**src/rtl/proc_pkg.sv**
```systemverilog
// proc_pkg: bus transfer codes, NOP pattern, fetch FSM encoding and queue entry layout
package proc_pkg;
    localparam logic [1:0]  TRANS_IDLE = 2'b00;
    localparam logic [1:0]  TRANS_NSEQ = 2'b10;
    localparam logic [1:0]  TRANS_SEQ  = 2'b11;
    localparam logic [3:0]  COND_AL    = 4'b1110;
    localparam logic [31:0] NOP_INSTR  = {COND_AL, 28'h320F000};
    localparam logic [1:0]  ST_START   = 2'd0;
    localparam logic [1:0]  ST_RUN     = 2'd1;
    localparam logic [1:0]  ST_HALT    = 2'd2;
    typedef struct packed {
        logic [31:0] instr;
        logic [31:0] pc;
        logic        abort;
    } fetch_entry_t;
endpackage

```
**src/rtl/instruction_prefetch_buffer_if.sv**
```systemverilog
// instruction_prefetch_buffer_if: memory read bus, branch redirect and decode handshake
interface instruction_prefetch_buffer_if;
    logic [31:0] addr;
    logic [1:0]  trans;
    logic        write;
    logic [31:0] rdata;
    logic        abort;
    logic        flush;
    logic [31:0] flush_pc;
    logic [31:0] instr;
    logic [31:0] instr_pc;
    logic        instr_abort;
    logic        instr_valid;
    logic        instr_ready;
    modport master (
        output addr, trans, write, instr, instr_pc, instr_abort, instr_valid,
        input  rdata, abort, flush, flush_pc, instr_ready
    );
    modport slave (
        input  addr, trans, write, instr, instr_pc, instr_abort, instr_valid,
        output rdata, abort, flush, flush_pc, instr_ready
    );
endinterface

```
**src/rtl/instruction_prefetch_buffer_fifo.sv**
```systemverilog
// prefetch_fifo: power-of-two queue of fetched words with wrap-bit pointers and one-cycle flush
module prefetch_fifo #(
    parameter int DEPTH = 4,
    parameter int WIDTH = 65
) (
    input  logic                     clk,
    input  logic                     n_reset,
    input  logic                     push,
    input  logic                     pop,
    input  logic                     flush,
    input  logic [WIDTH-1:0]         din,
    output logic [WIDTH-1:0]         dout,
    output logic [$clog2(DEPTH):0]   count
);
    localparam int AW = $clog2(DEPTH);
    logic [AW:0]      wr_ptr, rd_ptr;
    logic [WIDTH-1:0] mem [DEPTH];
    logic             do_push, do_pop;

    assign count   = wr_ptr - rd_ptr;
    assign dout    = mem[rd_ptr[AW-1:0]];
    assign do_pop  = pop & (count != '0);
    assign do_push = push & ~flush & ((count != (AW+1)'(DEPTH)) | do_pop);

    // pointer update; flush empties the queue by catching the read pointer up
    always_ff @(posedge clk or negedge n_reset) begin
        if (!n_reset) begin
            wr_ptr <= '0;
            rd_ptr <= '0;
        end else if (flush) begin
            rd_ptr <= wr_ptr;
        end else begin
            if (do_push) wr_ptr <= wr_ptr + 1'b1;
            if (do_pop)  rd_ptr <= rd_ptr + 1'b1;
        end
    end

    // entry storage needs no reset since empty entries are never presented
    always_ff @(posedge clk) begin
        if (do_push) mem[wr_ptr[AW-1:0]] <= din;
    end
endmodule

```
**src/rtl/instruction_prefetch_buffer.sv**
```systemverilog
// instruction_prefetch_buffer: sequential fetch engine feeding a queue that decode drains
module instruction_prefetch_buffer
    import proc_pkg::*;
#(
    parameter int          DEPTH    = 4,
    parameter logic [31:0] RESET_PC = 32'h0
) (
    input  logic                          clk,
    input  logic                          n_reset,
    instruction_prefetch_buffer_if.master bus
);
    localparam int AW = $clog2(DEPTH);
    logic [1:0]   state;
    logic [31:0]  pc_next, req_pc;
    logic         inflight, push, pop, credit;
    logic [AW:0]  count;
    fetch_entry_t head;
    int           occupancy;

    assign bus.write       = 1'b0;
    assign bus.instr_valid = count != '0;
    assign bus.instr       = bus.instr_valid ? head.instr : NOP_INSTR;
    assign bus.instr_pc    = bus.instr_valid ? head.pc : 32'h0;
    assign bus.instr_abort = bus.instr_valid & head.abort;
    assign push            = inflight & ~bus.flush;
    assign pop             = bus.instr_valid & bus.instr_ready & ~bus.flush;

    // words that will hold a slot after this edge: queue plus both outstanding requests
    always_comb begin
        occupancy = int'(count) + int'(inflight) + int'(bus.trans != TRANS_IDLE) - int'(pop);
        credit    = occupancy < DEPTH;
    end

    prefetch_fifo #(
        .DEPTH (DEPTH),
        .WIDTH ($bits(fetch_entry_t))
    ) u_fifo (
        .clk     (clk),
        .n_reset (n_reset),
        .push    (push),
        .pop     (pop),
        .flush   (bus.flush),
        .din     ({bus.rdata, req_pc, bus.abort}),
        .dout    (head),
        .count   (count)
    );

    // fetch FSM; a flush presents its non-sequential request itself so a redirect costs no idle cycle
    always_ff @(posedge clk or negedge n_reset) begin
        if (!n_reset) begin
            state     <= ST_START;
            bus.addr  <= RESET_PC;
            bus.trans <= TRANS_IDLE;
            pc_next   <= RESET_PC;
            inflight  <= 1'b0;
            req_pc    <= 32'h0;
        end else begin
            inflight <= ~bus.flush & (bus.trans != TRANS_IDLE);
            req_pc   <= bus.addr;
            if (bus.flush) begin
                state     <= ST_RUN;
                bus.addr  <= bus.flush_pc;
                bus.trans <= TRANS_NSEQ;
                pc_next   <= bus.flush_pc + 32'd1;
            end else if (push && bus.abort) begin
                state     <= ST_HALT;
                bus.trans <= TRANS_IDLE;
            end else if (state == ST_START) begin
                state     <= ST_RUN;
                bus.addr  <= pc_next;
                bus.trans <= TRANS_NSEQ;
                pc_next   <= pc_next + 32'd1;
            end else if (state == ST_RUN && credit) begin
                bus.addr  <= pc_next;
                bus.trans <= TRANS_SEQ;
                pc_next   <= pc_next + 32'd1;
            end else begin
                bus.trans <= TRANS_IDLE;
            end
        end
    end
endmodule

```
**src/flat_wrapper.sv**
```systemverilog
// flat-port wrapper written by rule: the top's interface ports become plain ports
module instruction_prefetch_buffer_flat import proc_pkg::*;
#(
    parameter int          DEPTH    = 4,
    parameter logic [31:0] RESET_PC = 32'h0
)
  (clk, n_reset, bus_addr, bus_trans, bus_write, bus_instr, bus_instr_pc, bus_instr_abort, bus_instr_valid, bus_rdata, bus_abort, bus_flush, bus_flush_pc, bus_instr_ready);
  instruction_prefetch_buffer_if bus_i ();
  input  logic clk;
  input  logic n_reset;
  output wire logic [$bits(bus_i.addr)-1:0] bus_addr;
  output wire logic [$bits(bus_i.trans)-1:0] bus_trans;
  output wire logic [$bits(bus_i.write)-1:0] bus_write;
  output wire logic [$bits(bus_i.instr)-1:0] bus_instr;
  output wire logic [$bits(bus_i.instr_pc)-1:0] bus_instr_pc;
  output wire logic [$bits(bus_i.instr_abort)-1:0] bus_instr_abort;
  output wire logic [$bits(bus_i.instr_valid)-1:0] bus_instr_valid;
  input wire logic [$bits(bus_i.rdata)-1:0] bus_rdata;
  input wire logic [$bits(bus_i.abort)-1:0] bus_abort;
  input wire logic [$bits(bus_i.flush)-1:0] bus_flush;
  input wire logic [$bits(bus_i.flush_pc)-1:0] bus_flush_pc;
  input wire logic [$bits(bus_i.instr_ready)-1:0] bus_instr_ready;
  assign bus_addr = bus_i.addr;
  assign bus_trans = bus_i.trans;
  assign bus_write = bus_i.write;
  assign bus_instr = bus_i.instr;
  assign bus_instr_pc = bus_i.instr_pc;
  assign bus_instr_abort = bus_i.instr_abort;
  assign bus_instr_valid = bus_i.instr_valid;
  assign bus_i.rdata = bus_rdata;
  assign bus_i.abort = bus_abort;
  assign bus_i.flush = bus_flush;
  assign bus_i.flush_pc = bus_flush_pc;
  assign bus_i.instr_ready = bus_instr_ready;
  instruction_prefetch_buffer #(.DEPTH(DEPTH), .RESET_PC(RESET_PC)) u_core (.clk(clk), .n_reset(n_reset), .bus(bus_i));
endmodule
```
**config.mk**
```make
export PLATFORM = sky130hd
export DESIGN_NAME = instruction_prefetch_buffer_flat
export DESIGN_NICKNAME = d
export VERILOG_FILES = /design/src/rtl/proc_pkg.sv /design/src/rtl/instruction_prefetch_buffer_if.sv /design/src/rtl/instruction_prefetch_buffer_fifo.sv /design/src/rtl/instruction_prefetch_buffer.sv /design/src/flat_wrapper.sv
export SDC_FILE = /design/constraint.sdc
export NUM_CORES = 1
export LEC_CHECK = 0
export BUFFER_PORTS_ARGS = -buffer_cell sky130_fd_sc_hd__buf_2
export CAP_MARGIN = 10
export CORE_ASPECT_RATIO = 1.25
export CORE_MARGIN = 2
export CORE_UTILIZATION = 45
export DETAILED_ROUTE_END_ITERATION = 8
export PLACE_DENSITY_LB_ADDON = 0.1
export SYNTH_ARGS = -nofsm -noshare
export SYNTH_HDL_FRONTEND = slang
export SYNTH_HIERARCHICAL = 1
export SYNTH_SLANG_ARGS = --single-unit
export TNS_END_PERCENT = 10
```
**constraint.sdc**
```tcl
create_clock -name clk -period 13.5 [get_ports clk]
set_input_delay 2.7 -clock clk [delete_from_list [all_inputs] [get_ports clk]]
set_output_delay 2.7 -clock clk [all_outputs]
set_load 0.01 [all_outputs]
```
== Word-level counts from Yosys, hierarchy flattened ==
Memories as Yosys holds them, arrays and structs flattened.
Index checks and enable logic that the tools add are counted.
Cells by class
  equal/unequal tests: 3
  magnitude comparators: 1
  bitwise operators: 10
  multiplexer cells: 21
  reduce and logical (&&, ||, !) cells: 10
  add/sub/neg operators: 8
Operators by type and width (count)
  $mux W32: 10
  $add A32 B1 Y32 const B: 2
  $add A32 B2 Y32: 1
  $lt A32 B4 Y1 const B: 1
  $sub A32 B2 Y32: 1
  $mux W2: 7
  $reduce_bool A3 Y1: 3
  $and A1 B1 Y1: 8
  $add A3 B1 Y3 const B: 2
  $mux W3: 2
  $add A3 B1 Y4: 1
  $reduce_and A2 Y1: 2
  $reduce_bool A2 Y1: 2
  $ne A3 B3 Y1 const B: 1
  $sub A3 B3 Y3: 1
  $eq A2 B1 Y1 const B: 1
  $logic_and A1 B1 Y1: 2
  $logic_not A2 Y1: 1
  $mux W1: 2
  $ne A2 B2 Y1 const B: 1
  $not A1 Y1: 1
  $or A1 B1 Y1: 1
Word-level totals
  memory bits (writable): 260
  bits in registers: 107
  output and inout bits: 101
  memories kept: 1
  logic and storage cells: 62
Memory list
  u_core.u_fifo.mem: words 4, width 65, read ports 1, clocked after memory_dff 0, wr ports 1, RTL line instruction_prefetch_buffer_fifo.sv:17  | logic [WIDTH-1:0] mem [DEPTH];

== Logic depth before layout (Yosys ltp) ==
  depth in word-level cells: 11
  depth in mapped cells: 18
  gate-level depth less buffers: 16

== By module ==
The synthesis kept the hierarchy.
By module, submodules not included
  prefetch_fifo: times used 1, area an instance 9869.5 um2, cells an instance 393
  instruction_prefetch_buffer: times used 1, area an instance 5602.9 um2, cells an instance 604

== Worst setup path after synthesis ==
OpenSTA, ideal clock, no wires.
  kind: input to register
  start point: input port bus_flush
  end point: memory u_core.u_fifo.mem[3][0] (enable)
  stages on the path: 10
  data arrival time: 7.674 ns
  slack: 5.316 ns
  library setup time: 0.510 ns
  path through: buf_4 buf_6 buf_2 buf_2 inv_1 clkbuf_1 clkbuf_1 and3_1 and3b_1 a21oi_1
Between the ends
  longest elaborated chain between the ends: 7
  elaborated cells on any way between the ends: 9
  those cells by class: mux: 2; bitwise: 7
RTL lines
  from (decl): RTL line flat_wrapper.sv:20  | input wire logic [$bits(bus_i.flush)-1:0] bus_flush;
  $not A1 Y1 (no line)
  $and A1 B1 Y1: RTL line instruction_prefetch_buffer.sv:26  | assign pop = bus.instr_valid & bus.instr_ready & ~bus.flush;
  net u_core.pop: RTL line instruction_prefetch_buffer.sv:15  | logic inflight, push, pop, credit;
  $and A1 B1 Y1: RTL line instruction_prefetch_buffer_fifo.sv:22  | assign do_pop = pop & (count != '0);
  $or A1 B1 Y1: RTL line instruction_prefetch_buffer_fifo.sv:23  | assign do_push = push & ~flush & ((count != (AW+1)'(DEPTH)) | do_pop);
  $and A1 B1 Y1: RTL line instruction_prefetch_buffer_fifo.sv:23
  $mux W1: RTL line instruction_prefetch_buffer_fifo.sv:40  | if (do_push) mem[wr_ptr[AW-1:0]] <= din;
  $mux W1 (implied by the code): RTL line instruction_prefetch_buffer_fifo.sv:40
  to (decl): RTL line instruction_prefetch_buffer_fifo.sv:17
The timed path passes the listed nets, and every way through them passes these cells.

== Worst setup path in the final report ==
  start point: register u_core.u_fifo.rd_ptr[0]
  end point: output port bus_instr_pc[28]
Between the ends
  longest elaborated chain between the ends: 3
  elaborated cells on any way between the ends: 4
  those cells by class: add/sub: 1; mux: 1; reduce/logical: 1; memory: 1
RTL lines
  from (decl): RTL line instruction_prefetch_buffer_fifo.sv:16  | logic [AW:0] wr_ptr, rd_ptr;
  from (signal assigned): RTL line instruction_prefetch_buffer_fifo.sv:31  | rd_ptr <= wr_ptr;
  from (signal assigned): RTL line instruction_prefetch_buffer_fifo.sv:34  | if (do_pop) rd_ptr <= rd_ptr + 1'b1;
  $sub A3 B3 Y3: RTL line instruction_prefetch_buffer_fifo.sv:20  | assign count = wr_ptr - rd_ptr;
  net u_core.count[2]: RTL line instruction_prefetch_buffer.sv:16  | logic [AW:0] count;
  $reduce_bool A3 Y1: RTL line instruction_prefetch_buffer.sv:21  | assign bus.instr_valid = count != '0;
  $mux W32: RTL line instruction_prefetch_buffer.sv:23  | assign bus.instr_pc = bus.instr_valid ? head.pc : 32'h0;
  to (decl): RTL line flat_wrapper.sv:15  | output wire logic [$bits(bus_i.instr_pc)-1:0] bus_instr_pc;
The timed path passes the listed nets, and every way through them passes these cells.

==> flow_summary.json <==
{
  "clock_path_buffers": 3,
  "port_buffers": 168,
  "ys_async_sr_fraction_pct": 29.2,
  "cts_resized": 0,
  "synth_area_mm2": 0.0155,
  "num_vias": 8932,
  "vdd_drop_max_uv": 284,
  "slew_viol_final": 0,
  "dp_hpwl_mm": 19.7,
  "rsz0062_at_grt": "false",
  "fin_skew_ns": 0.0240,
  "die_x_um": 170,
  "period_needed_ns": 6.78,
  "first_pass_iters": 7,
  "cts.sinks": 367,
  "viasPerCell": 5.53,
  "placementRows": 75,
  "drcViolationCount": 0,
  "wl_per_cell_um": 20.1,
  "synth-main-ff-cell": "edfxtp_1",
  "place_congestion": 0.784,
  "initialDrtViolationCount": 498,
  "ios": 170,
  "max_freq_mhz": 147,
  "yosysTopAreaCell": "edfxtp_1",
  "grt_pass1_vias": 8897,
  "fp.dieH_um": 211,
  "grt_max_degree": 108,
  "yosysMostFrequentCell": "edfxtp_1",
  "critPathArrivalTime_ns": 4.08,
  "ys_seq_area_share_pct": 67.8,
  "avgSynthCellArea_um2": 15.5,
  "start_util_pct": 45.9,
  "cts_buffers": 38,
  "clk_pin_slew_worst_paths_ns": 0.06,
  "nets": 1244,
  "yosys-top-cells-count": "edfxtp_1, dfrtp_1, nand2_1, mux4_2, and2_1",
  "hold_viol": 0,
  "synth_cell_type_count": 71,
  "hold_path.class": "reg2reg",
  "grtUsageTotal_pct": 18.3,
  "maxCapViolations": 0,
  "final_layout_size_suffix_gt1_share_pct": 27.4,
  "cts_tree": "done",
  "leakage_nw": 6.65,
  "crit_path_start_kind": "register",
  "status": "finished, final reports clean",
  "hold_buffers": 0,
  "power_w": 0.00435,
  "num_antenna_cells": 0,
  "finalCritPeriodShare_pct": 50.2,
  "grt_pass1_wl_mm": 50.5,
  "yosys_register_bits": 367,
  "tightest_slew_ns": 1.03,
  "setup_violations": 0,
  "ant_nets": 0,
  "synth-edff-count": 260,
  "post_cts_buffers": 0,
  "synthTopCellsByArea": "edfxtp_1, dfrtp_1, mux4_2",
  "crit_path_max_fanout": 47,
  "wl_mm": 32.4,
  "coreArea_mm2": 0.0337,
  "relSlewSlack_pct": 31.1,
  "critPathRequiredTime_ns": 10.80,
  "end_kind": "output pin",
  "overflow": 0,
  "cts_max_level": 2,
  "cts_root_buffer": "clkbuf_16",
  "ys.warnings.count": 6,
  "die-area_mm2": 0.0359,
  "synth_top_area_share_pct": 50.5,
  "setup.worst_path.class": "reg2out",
  "syn_nets": 1079,
  "syn_inst": 997,
  "fin_setup_tns_ns": 0,
  "antenna_found_initial": 0,
  "area_growth_pct": 15.7,
  "p_per_area_mw_per_mm2": 243,
  "clk_latency_ns": 0.52
}
-- cells in the final DEF (no fill, tap or decap), drive strengths merged, types with 7 or more instances in the layout --
| cell type | n |
|---|---|
| mux4 | 65 |
| nor3 | 13 |
| inv | 22 |
| xnor2 | 12 |
| mux2 | 7 |
| a21oi | 35 |
| clkbuf | 51 |
| nor2 | 16 |
| clkinv | 16 |
| buf | 181 |
| nand4 | 14 |
| o21ai | 58 |
| a22oi | 14 |
| mux2i | 26 |
| edfxtp | 260 |
| nand3 | 19 |
| nor3b | 9 |
| dfrtp | 107 |
| and2 | 62 |
| nand2b | 14 |
| ha | 12 |
| xor2 | 14 |
| nand2 | 76 |
-- critical path: stages (launching register included) --
cell	delay [ns]
dfrtp_4	0.73
ha_1	0.31
fa_1	0.41
xor3_2	0.60
inv_1	0.16
nand3_2	0.39
buf_4	0.54
and2_1	0.26
buf_2	0.15
-- through the flow --
stage / setup WS (ns) / cells / area (um2) / util [%] / hold WS (ns)
6_report: 6.72 / 1614 / 17900 / 53.1 / 0.392
5_1_grt: 6.27 / 1614 / 17900 / 53.1 / 0.404
4_1_cts: 6.57 / 1614 / 17900 / 53.1 / 0.392
3_5_place_dp: 6.12 / 1545 / 16800 / 49.7 / 0.379
3_3_place_gp: 6.26 / 1545 / 16800 / 49.7 / 0.384
2_1_floorplan: 5.32 / 997 / 15500 / - / 0.434
-- state kept, by name, summed over array words and instances, names as in the netlist --
signal and cells:
u_core/inflight 1, u_core/bus.addr 32, u_core/u_fifo/wr_ptr 3, u_core/state 2
u_core/pc_next 32, u_core/bus.trans 2, u_core/u_fifo/mem 260, u_core/u_fifo/rd_ptr 3
u_core/req_pc 32
-- kinds of logic (layout without fill, tap and decap cells) --
| family | Yosys count | count (layout) | share of synthesized area, % |
|---|---|---|---|
| flops | 367 | 367 | 67.8 |
| xor+xnor | 27 | 27 | 1.63 |
| compound gates | 148 | 148 | 6.02 |
| buf+inv | 76 | 270 | 2.12 |
| other cells | 1 | 1 | 0.0242 |
| fa+ha+maj | 13 | 13 | 1.10 |
| simple gates | 267 | 267 | 9.69 |
| mux | 98 | 98 | 11.7 |
-- worst paths after layout --
check / cells after the start / to / from / slack (ns)
min in group asynchronous: 1 / u_core/req_pc[18] / n_reset / 2.24
max: 8 / bus_instr_pc[28] / u_core/u_fifo/rd_ptr[0] / 6.72
max in group asynchronous: 2 / u_core/u_fifo/rd_ptr[0] / n_reset / 9.94
min reg2reg: 0 / u_core/req_pc[2] / u_core/bus.addr[2] / 0.39
min: 0 / u_core/req_pc[2] / u_core/bus.addr[2] / 0.39
max reg2reg: 15 / u_core/pc_next[3] / u_core/u_fifo/rd_ptr[0] / 7.31
-- metal layers --
metal  vias up  global-route usage, %  wire length [um]
met4         0                   4.45               532
met3        38                   2.84              1470
met1      4548                   25.3             14300
met5         -                      0                 0
li1       4147                      -                 -
met2       199                   30.7             16100
-- report_power, final --
group / switching (W) / internal (W)
logic: 0.000958 / 0.000711
registers: 0.000222 / 0.00149
clock network: 0.000413 / 0.000552
-- layout make-up --
type                            instances  area, um2
Clock buffer                           51       1060
Clock inverter                         18       88.8
Fill cell                            2791      15800
Inverter                               20       75.1
Multi-Input combinational cell        554       4710
Sequential cell                       367      10500
Tap cell                              423        529
Timing Repair Buffer                  181        943
Note: power is estimated with default switching activity, not from simulation.
